==> config.mk <==
export PLATFORM = sky130hd
export DESIGN_NAME = gray_position_sequencer
export DESIGN_NICKNAME = d
export VERILOG_FILES = /design/src/rtl/gray_position_sequencer.sv
export SDC_FILE = /design/constraint.sdc
export NUM_CORES = 1
export LEC_CHECK = 0
export BUFFER_PORTS_ARGS = -buffer_cell sky130_fd_sc_hd__buf_2
export CAP_MARGIN = 40
export CORE_ASPECT_RATIO = 0.8
export CORE_MARGIN = 2
export CORE_UTILIZATION = 56
export DETAILED_ROUTE_END_ITERATION = 10
export PLACE_DENSITY_LB_ADDON = 0.2
export SYNTH_ARGS = -nofsm -noshare
export SYNTH_HDL_FRONTEND = slang
export SYNTH_SLANG_ARGS = --single-unit
export TNS_END_PERCENT = 1
==> constraint.sdc <==
create_clock -name clk_i -period 7.58 [get_ports clk_i]
set_input_delay 0.379 -clock clk_i [delete_from_list [all_inputs] [get_ports clk_i]]
set_output_delay 0.379 -clock clk_i [all_outputs]
set_load 0.05 [all_outputs]
==> src/rtl/gray_position_sequencer.sv <==
// gray_position_sequencer: round-robin shared position counter stepping at a prescaled rate,
// publishing registered binary and Gray copies of the position.
module gray_position_sequencer #(
    parameter int WIDTH    = 10,
    parameter int STEP_DIV = 4
) (
    input  logic             clk_i,
    input  logic             reset_i,
    input  logic             req_a_i,
    input  logic             dir_a_i,
    input  logic [WIDTH-1:0] steps_a_i,
    input  logic             req_b_i,
    input  logic             dir_b_i,
    input  logic [WIDTH-1:0] steps_b_i,
    output logic             gnt_a_o,
    output logic             gnt_b_o,
    output logic             busy_o,
    output logic             done_o,
    output logic             step_strobe_o,
    output logic [WIDTH-1:0] position_bin_o,
    output logic [WIDTH-1:0] position_gray_o
);
    localparam int DW = STEP_DIV > 1 ? $clog2(STEP_DIV) : 1;

    typedef enum logic [1:0] {IDLE, STEP, DONE} state_t;

    state_t           state_q, state_d;
    logic [DW-1:0]    div_q, div_d;
    logic [WIDTH-1:0] rem_q, rem_d, pos_q, pos_d, gray_q, gray_d;
    logic             dir_q, dir_d, last_b_q, last_b_d;
    logic             gnt_a_q, gnt_a_d, gnt_b_q, gnt_b_d, strobe_q, strobe_d;
    logic             pick_a, pick_b, moving, step_now;

    // A wins a tie only when B was granted last
    assign pick_a   = req_a_i & (~req_b_i | last_b_q);
    assign pick_b   = req_b_i & ~pick_a;
    assign moving   = state_q == STEP && rem_q != '0;
    assign step_now = moving && div_q == DW'(STEP_DIV - 1);

    always_ff @(posedge clk_i) begin
        if (reset_i) begin
            state_q  <= IDLE;
            div_q    <= '0;
            rem_q    <= '0;
            pos_q    <= '0;
            gray_q   <= '0;
            dir_q    <= 1'b0;
            last_b_q <= 1'b1;
            gnt_a_q  <= 1'b0;
            gnt_b_q  <= 1'b0;
            strobe_q <= 1'b0;
        end else begin
            state_q  <= state_d;
            div_q    <= div_d;
            rem_q    <= rem_d;
            pos_q    <= pos_d;
            gray_q   <= gray_d;
            dir_q    <= dir_d;
            last_b_q <= last_b_d;
            gnt_a_q  <= gnt_a_d;
            gnt_b_q  <= gnt_b_d;
            strobe_q <= strobe_d;
        end
    end

    always_comb begin
        state_d = state_q;
        case (state_q)
            IDLE:    state_d = (pick_a | pick_b) ? STEP : IDLE;
            STEP:    state_d = rem_q == '0 ? DONE : STEP;
            DONE:    state_d = IDLE;
            default: state_d = IDLE;
        endcase
    end

    always_comb begin
        div_d    = div_q;
        rem_d    = rem_q;
        pos_d    = pos_q;
        dir_d    = dir_q;
        last_b_d = last_b_q;
        gnt_a_d  = 1'b0;
        gnt_b_d  = 1'b0;
        strobe_d = 1'b0;
        if (state_q == IDLE && (pick_a | pick_b)) begin
            dir_d    = pick_a ? dir_a_i : dir_b_i;
            rem_d    = pick_a ? steps_a_i : steps_b_i;
            div_d    = '0;
            last_b_d = pick_b;
            gnt_a_d  = pick_a;
            gnt_b_d  = pick_b;
        end
        if (moving) begin
            div_d = step_now ? '0 : div_q + 1'b1;
        end
        if (step_now) begin
            pos_d    = dir_q ? pos_q + 1'b1 : pos_q - 1'b1;
            rem_d    = rem_q - 1'b1;
            strobe_d = 1'b1;
        end
        gray_d = pos_d ^ (pos_d >> 1);
    end

    always_comb begin
        busy_o          = state_q != IDLE;
        done_o          = state_q == DONE;
        gnt_a_o         = gnt_a_q;
        gnt_b_o         = gnt_b_q;
        step_strobe_o   = strobe_q;
        position_bin_o  = pos_q;
        position_gray_o = gray_q;
    end
endmodule

# After elaboration in Yosys (flattened, before gate mapping)
# Cells that the tools add are included.
# word_totals
regBits	39
latch_bits	0
ram_bits	0
mem_bits_ro	0
input_bits	26
output_inout_bits	25
n_memories	0
# op_classes
n_addsub	4
n_mul	0
div	0
magnitude_cmp	0
eq_ne	3
shifts	0
mux	13
n_bitwise	8
n_reduce_logical	10
# ops
op	n
$mux 10	5
$sub 10x1->10 const B	2
$add 10x1->10 const B	1
$logic_not 10->1	1
$reduce_bool 10->1	1
$xor 10x9->10	1
$mux 2	4
$reduce_bool 2->1	3
$eq 2x2->1 const B	2
$pmux 2 s2	1
$logic_and 1x1->1	3
$mux 1	3
$not 1->1	3
$add 2x1->2 const B	1
$and 1x1->1	2
$eq 2x1->1 const B	1
$logic_not 2->1	1
$or 1x1->1	2
$reduce_or 2->1	1

# Logic depth before layout (Yosys ltp)
# Gate-level depths: netlist of run 1.
# logic_depth
depth_word	9
ltp_mapped	11
depth_no_buf	9

# Worst setup path before layout of run 1
# Ideal clock, no wire load.
# synth_timing
kind	register to register
startpoint	register pos_q[0] (netlist: position_bin_o[0])
endpoint	register gray_q[8] (netlist: position_gray_o[8])
setup_ns	0.121
t_arrival_ns	2.566
required_ns	7.459
path_slack_ns	4.893
stages_incl_launch_ff	9
synth_period_minus_slack_ns	2.687
cell_sequence	dfxtp_1 inv_1 fa_1 nand2b_1 a21oi_1 o311ai_0 a211oi_1 nor4_1 mux2_4
# synth_via
elab_chain_len	4
elab_cells_between_ends	5
cone_classes	add/sub (2); mux (2); bitwise (1)
# synth_lines
item	line_no	rtl
from (decl)	29	logic [WIDTH-1:0] rem_q, rem_d, pos_q, pos_d, gray_q, gray_d;
from (signal assigned)	56	pos_q <= pos_d;
$sub 10x1->10 / $add 10x1->10 (equally long branches)	97	pos_d = dir_q ? pos_q + 1'b1 : pos_q - 1'b1;
$mux 10 *	97	
$mux 10 *	96	if (step_now) begin
$xor 10x9->10 *	101	gray_d = pos_d ^ (pos_d >> 1);
to (signal assigned)	57	gray_q <= gray_d;
to (decl)	29	
# Mark *: on every way between the ends. The rest lies on a longest branch, timed or not.
# A chain may end at the register's enable or synchronous reset.

# Final worst setup path of run 1
# layout_timing
startpoint	register rem_q[0]
endpoint	register gray_q[8] (netlist: position_gray_o[8])
# layout_via
elab_chain_len	5
# layout_lines
item	line_no	rtl
from (decl)	29	
from (signal assigned)	55	rem_q <= rem_d;
$reduce_bool 10->1	37	assign moving = state_q == STEP && rem_q != '0;
$logic_and 1x1->1	37	
$logic_and 1x1->1	38	assign step_now = moving && div_q == DW'(STEP_DIV - 1);
$mux 10	96	
$xor 10x9->10	101	
# No other way between the ends.

==> flow_metrics.env, run 1 <==
export IMPL_remaining_drc_errors=0
export IMPL_fmax_mhz=336
export IMPL_hold_viol=0
export IMPL_fin_nets=338
export IMPL_synth_cell_types=47
export IMPL_synth_warnings=0
export IMPL_port_buffers=50
export IMPL_vias_per_cell=5.58
export IMPL_areaGrowthSynthToFinish_pct=15.3
export IMPL_fin_worst_skew_ns=0.00940
export IMPL_critical_path_class="reg2reg"
export IMPL_path_cells="inv_1 > ha_1 > or4b_1 > o311a_4 > nand2_1 > nor2_1 > mux2i_1 > xor2_1 > mux2_4"
export IMPL_tns_ns=0
export IMPL_critPathMaxStageDelay_ns=0.57
export IMPL_end_kind="flip-flop"
export IMPL_gp_congestion=0.812
export IMPL_antenna_found_initial=0
export IMPL_h_tree_depth=2
export IMPL_worstPathMaxFanout=24
export IMPL_dp_hpwl_mm=3.30
export IMPL_p_per_area_nw_per_um2=189
export IMPL_rsz0062_at_grt="no"
export IMPL_hold_class="in2reg"
export IMPL_ctsHoldBuffers=0
export IMPL_overflow=0
export IMPL_vias=1920
export IMPL_synth_edff_count=0
export IMPL_numCtsBuffers=5
export IMPL_async_flop_share_pct=0
export IMPL_io_pins=51
export IMPL_finalSetupViolCount=0
export IMPL_drive_above_1_share_pct=21.7
export IMPL_synth_top_family_by_area="simple AND/OR/NAND/NOR gates"
export IMPL_groute_usage_overall_pct=21.7
export IMPL_yosys_area_top_type="dfxtp_1"
export IMPL_finalMaxSlewViolations=0
export IMPL_period_share_pct=39.2
export IMPL_core_um2=3730
export IMPL_p_total_w=0.000466
export IMPL_path_delay_family="simple AND/OR/NAND/NOR gates"
export IMPL_synth_fp_nets=290
export IMPL_synth_xor_area_share_pct=6.97
export IMPL_die_height_um=59.2
export IMPL_grt_pass1_wl_mm=7.20
export IMPL_p_leak_nw=1.15
export IMPL_cp_buffers_inverters=1
export IMPL_synth_top_cell_area_share_pct=35.6
export IMPL_fin_crit_ns=2.97
export IMPL_start_util_pct=57.3
export IMPL_yosys_top_cells_area="dfxtp_1 (36%), nor2_1 (7.9%), ha_1 (6.4%)"
export IMPL_diodes=0
export IMPL_synthAdderAreaFrac_pct=7.38
export IMPL_path_clk_slew_ns=0.08
export IMPL_dieArea_um2=4330
export IMPL_netlist_instances=252
export IMPL_ant_nets=0
export IMPL_worstSetupStartpointType="flip-flop"
export IMPL_drv_cap=0
export IMPL_grt_start_max_net_pins=36
export IMPL_cts_tree="built"
export IMPL_postSynthRegisterBits=38
export IMPL_yosysSeqAreaShare_pct=35.6
export IMPL_critPathSlowestCell="nand2_1"
export IMPL_wl_per_cell_um=12.9
export IMPL_cts_sinks=38
export IMPL_grt_pass1_vias=1592
export IMPL_drt_wl_total_mm=4.43
export IMPL_synth_compound_area_share_pct=17.0
export IMPL_cts_root_buf="clkbuf_8"
export IMPL_synthFlopType="dfxtp_1"
export IMPL_vdd_drop_max_mv=0.107
export IMPL_die_w_um=73.0
export IMPL_core_rowCount=20
export IMPL_max_clock_path_buffers=2
export IMPL_required_ns=7.76
export IMPL_clkLatencyLatePin_ns=0.29
export IMPL_slew_headroom_pct=49.5
export IMPL_avgSynthCellArea_um2=8.48
export IMPL_drtIter0Drc=73
export IMPL_cp_arrival_ns=3.16
export IMPL_cts_resized=0
export IMPL_cts_setup_buffers=0
export IMPL_synthMuxAreaShare_pct=7.32
export IMPL_yosys_area_share_simple_pct=20.6
export IMPL_outcome="finished clean"
export IMPL_firstDrtPassIters=4
export IMPL_worstMarginPinSlew_ns=0.756
export IMPL_netlist_area_um2=2140
## worst register-to-register path, stage by stage (launching register included)
cell	delay, ns
dfxtp_1	0.35
inv_1	0.09
ha_1	0.14
or4b_1	0.47
o311a_4	0.36
nand2_1	0.57
nor2_1	0.08
mux2i_1	0.21
xor2_1	0.26
mux2_4	0.33
## placed cells by master, fill, tap and decap left out, drive strengths merged, types with 2 or more instances in the layout
cell type,n
a211oi,6
a21o,3
a21oi,18
a31oi,6
and2,5
buf,52
clkbuf,7
dfxtp,38
ha,11
inv,11
mux2,2
mux2i,13
nand2,14
nand3,4
nand3b,2
nand4,3
nor2,46
nor3,7
nor4,3
o211ai,2
o21ai,11
o22ai,3
or4,2
xnor2,8
xor2,9
## final timing paths
check / start / slack, ns / depth (start not counted) / end
max reg2reg: rem_q[0]$_SDFFE_PP0P_ / 4.61 / 9 / position_gray_o[8]$_SDFF_PP0_
max: rem_q[0]$_SDFFE_PP0P_ / 4.61 / 9 / position_gray_o[8]$_SDFF_PP0_
min reg2reg: state_q[1]$_SDFF_PP0_ / 0.47 / 1 / state_q[0]$_SDFF_PP0_
min: req_b_i / 0.38 / 3 / gnt_b_o$_SDFF_PP0_
## layer usage
layer | track usage [%] | routed length (µm) | part of all wire (%)
met1 | 31.6 | 2340 | 53
met2 | 31.8 | 1850 | 42
met3 | 5.10 | 183 | 4.1
met4 | 6.35 | 58 | 1.3
met5 | 0 | 0 | 0
## through the flow
step | worst slack, ns | area [µm²] | hold WS (ns) | std cells | utilization, %
after floorplan | 4.89 | 2140 | 0.426 | 252 | -
after global placement | 4.75 | 2380 | 0.449 | 336 | 63.8
after detailed placement | 4.61 | 2390 | 0.455 | 337 | 64.0
after CTS | 4.61 | 2460 | 0.373 | 344 | 66.1
after global routing | 4.42 | 2460 | 0.392 | 344 | 66.1
final | 4.61 | 2460 | 0.383 | 344 | 66.1
## area by class of cell
cell class / count / area [µm²]
flip-flops and latches: 38 / 761
fillers: 341 / 1260
well taps: 44 / 55.1
clock buffers: 7 / 76.3
multi-input cells: 192 / 1260
repair buffers: 52 / 265
inverters: 11 / 41.3
## cell families after synthesis
kind of cell | Yosys count
AO/OA/AOI/OAI | 57
XOR/XNOR | 17
adder cells (fa/ha/maj) | 12
buffers and inverters | 22
flip-flops | 38
multiplexers | 15
AND/OR/NAND/NOR | 91
## cells in the mapped netlist (6+ instances only)
cell type  number
a31oi_1         6
nor3_1          6
a21oi_1        18
mux2i_1        13
xor2_1          9
ha_1           11
dfxtp_1        38
nor2_1         45
o21ai_0         9
nand2_1        14
inv_1          11
clkbuf_1        6
a211oi_1        6
xnor2_1         8
## power by group
part           internal [W]  leakage (nW)  total, W  switching, W
combinational     0.0000447         0.807  0.000113     0.0000683
sequential         0.000211         0.309  0.000221     0.0000105
clock             0.0000634        0.0383  0.000131     0.0000681
total              0.000319          1.15  0.000466      0.000147
## flip-flops by register name (all words and copies together) (netlist names)
signal           count
rem_q               10
dir_q                1
position_bin_o      10
div_q                2
last_b_q             1
gnt_b_o              1
position_gray_o      9
state_q              2
step_strobe_o        1
gnt_a_o              1
(Power assumes the default switching activity.)
==> run 2, diff against run 1 <==
Settings changed: CORE_UTILIZATION 56 to 53.
Clock period 7.58 ns to 3 ns, I/O delays scaled along.
==> flow_metrics.env, run 2 (synthesized netlist as in run 1, its figures left out) <==
export IMPL_critPathMaxStageDelay_ns=0.40
export IMPL_firstDrtPassIters=4
export IMPL_clkLatencyLatePin_ns=0.29
export IMPL_period_share_pct=93.5
export IMPL_p_per_area_nw_per_um2=471
export IMPL_worst_r2r_startpoint="dir_q$_SDFFE_PP0P_"
export IMPL_cp_arrival_ns=2.99
export IMPL_cts_setup_buffers=0
export IMPL_critical_path_class="reg2reg"
export IMPL_worstSetupStartpointType="flip-flop"
export IMPL_overflow=0
export IMPL_dieArea_um2=4560
export IMPL_cts_sinks=38
export IMPL_drt_wl_total_mm=4.72
export IMPL_start_util_pct=55.8
export IMPL_fmax_mhz=357
export IMPL_seq_area_um2=761
export IMPL_p_leak_nw=1.17
export IMPL_core_rowCount=20
export IMPL_fillers=350
export IMPL_groute_usage_overall_pct=22.9
export IMPL_end_kind="flip-flop"
export IMPL_slew_headroom_pct=53.1
export IMPL_holdPathStages=3
export IMPL_drv_cap=0
export IMPL_fin_crit_ns=2.80
export IMPL_drive_above_1_share_pct=22.4
export IMPL_numCtsBuffers=5
export IMPL_cts_resized=0
export IMPL_path_clk_slew_ns=0.07
export IMPL_hold_viol=0
export IMPL_wl_per_cell_um=13.2
export IMPL_areaGrowthSynthToFinish_pct=17.0
export IMPL_finalSetupViolCount=0
export IMPL_vdd_drop_max_mv=0.366
export IMPL_ctsHoldBuffers=0
export IMPL_multi_input_comb_area_um2=1260
export IMPL_rsz0062_at_grt="no"
export IMPL_antenna_found_initial=0
export IMPL_worstMarginPinSlew_ns=0.697
export IMPL_worstPathMaxFanout=5
export IMPL_finalMaxSlewViolations=0
export IMPL_r2r_cells=9
export IMPL_fin_util_pct=65.3
export IMPL_fin_ws_ns=0.195
export IMPL_remaining_drc_errors=0
export IMPL_grt_start_max_net_pins=36
export IMPL_cts_root_buf="clkbuf_8"
export IMPL_diodes=0
export IMPL_die_w_um=75.0
export IMPL_required_ns=3.19
export IMPL_critPathSlowestCell="dfxtp_1"
export IMPL_hp_start="req_b_i"
export IMPL_cts_tree="built"
export IMPL_gp_congestion=0.819
export IMPL_outcome="finished clean"
export IMPL_die_height_um=60.8
export IMPL_vias_per_cell=5.34
export IMPL_h_tree_depth=2
export IMPL_core_um2=3830
export IMPL_grt_pass1_vias=1726
export IMPL_tns_ns=0
export IMPL_path_cells="inv_1 > ha_1 > a21o_1 > a31oi_1 > a21boi_0 > a41oi_1 > mux2i_1 > xor2_1 > mux2_4"
export IMPL_dp_hpwl_mm=3.49
export IMPL_io_pins=51
export IMPL_final_common_cell="buf_2"
export IMPL_fin_nets=341
export IMPL_hold_end="gnt_b_o$_SDFF_PP0_"
export IMPL_ant_nets=0
export IMPL_place_ws_ns=0.248
export IMPL_hold_class="in2reg"
export IMPL_reg2reg_slack_ns=0.20
export IMPL_startpoint="dir_q$_SDFFE_PP0P_"
export IMPL_fin_worst_skew_ns=0.00732
export IMPL_grt_pass1_wl_mm=7.85
export IMPL_vias=1912
export IMPL_mostFrequentLayoutCells="buf_2 (50), nor2_1 (45), dfxtp_1 (38), a21oi_1 (18), nand2_1 (14)"
export IMPL_max_clock_path_buffers=2
export IMPL_drtIter0Drc=83
export IMPL_timing_rr_end="position_gray_o[8]$_SDFF_PP0_"
export IMPL_port_buffers=50
-- run 2: changes by cell type in the layout (fill, tap and decap cells not counted), sizes merged --
cell	before	now
buf	52	55
-- run 2: metrics by stage --
stage	hold WS (ns)	cell area (µm²)	std cells	total power [W]
global route	0.162	2500	358	0.00124
floorplan	0.276	2140	252	0.000781
finish	0.145	2500	358	0.00118
CTS	0.137	2500	358	0.00118
global placement	0.448	2420	350	0.000847
detailed placement	0.446	2420	351	0.000853
-- run 2: layer usage --
metal  track usage, %  share of wire, %
met5                0                 0
met4             7.65               1.2
met3             4.82               4.6
met2             33.3                42
met1             33.7                52
-- run 2: final cells by class --
cell class / instances / share of cell area, %
multi-input cells: 192 / 50.6
well taps: 55 / 2.75
inverters: 11 / 1.65
flip-flops and latches: 38 / 30.4
clock buffers: 7 / 3.05
repair buffers: 55 / 11.5
-- run 2: worst max-delay path, delay by kind of cell (launching register included) --
kind	cells	cell delay, ns
multiplexers	2	0.58
adder cells (fa/ha/maj)	1	0.35
flip-flops	1	0.40
AO/OA/AOI/OAI	4	1.00
buffers and inverters	1	0.09
XOR/XNOR	1	0.27
-- run 2: report_power, final --
part           internal [W]  total, W  switching, W
logic              0.000115  0.000286      0.000172
registers          0.000533  0.000559     0.0000262
clock network      0.000160  0.000331      0.000171
total              0.000807   0.00118      0.000369
-- run 2: how the worst max path moves through the flow --
stage / endpoint / slack (ns) / cells after the start
2_1_floorplan: position_gray_o[8]$_SDFF_PP0_ / 0.31 / 8
3_3_place_gp: position_gray_o[8]$_SDFF_PP0_ / 0.42 / 9
3_5_place_dp: position_gray_o[8]$_SDFF_PP0_ / 0.25 / 9
4_1_cts: position_gray_o[8]$_SDFF_PP0_ / 0.23 / 9
5_1_grt: position_gray_o[8]$_SDFF_PP0_ / 0.02 / 9
6_report: position_gray_o[8]$_SDFF_PP0_ / 0.20 / 9
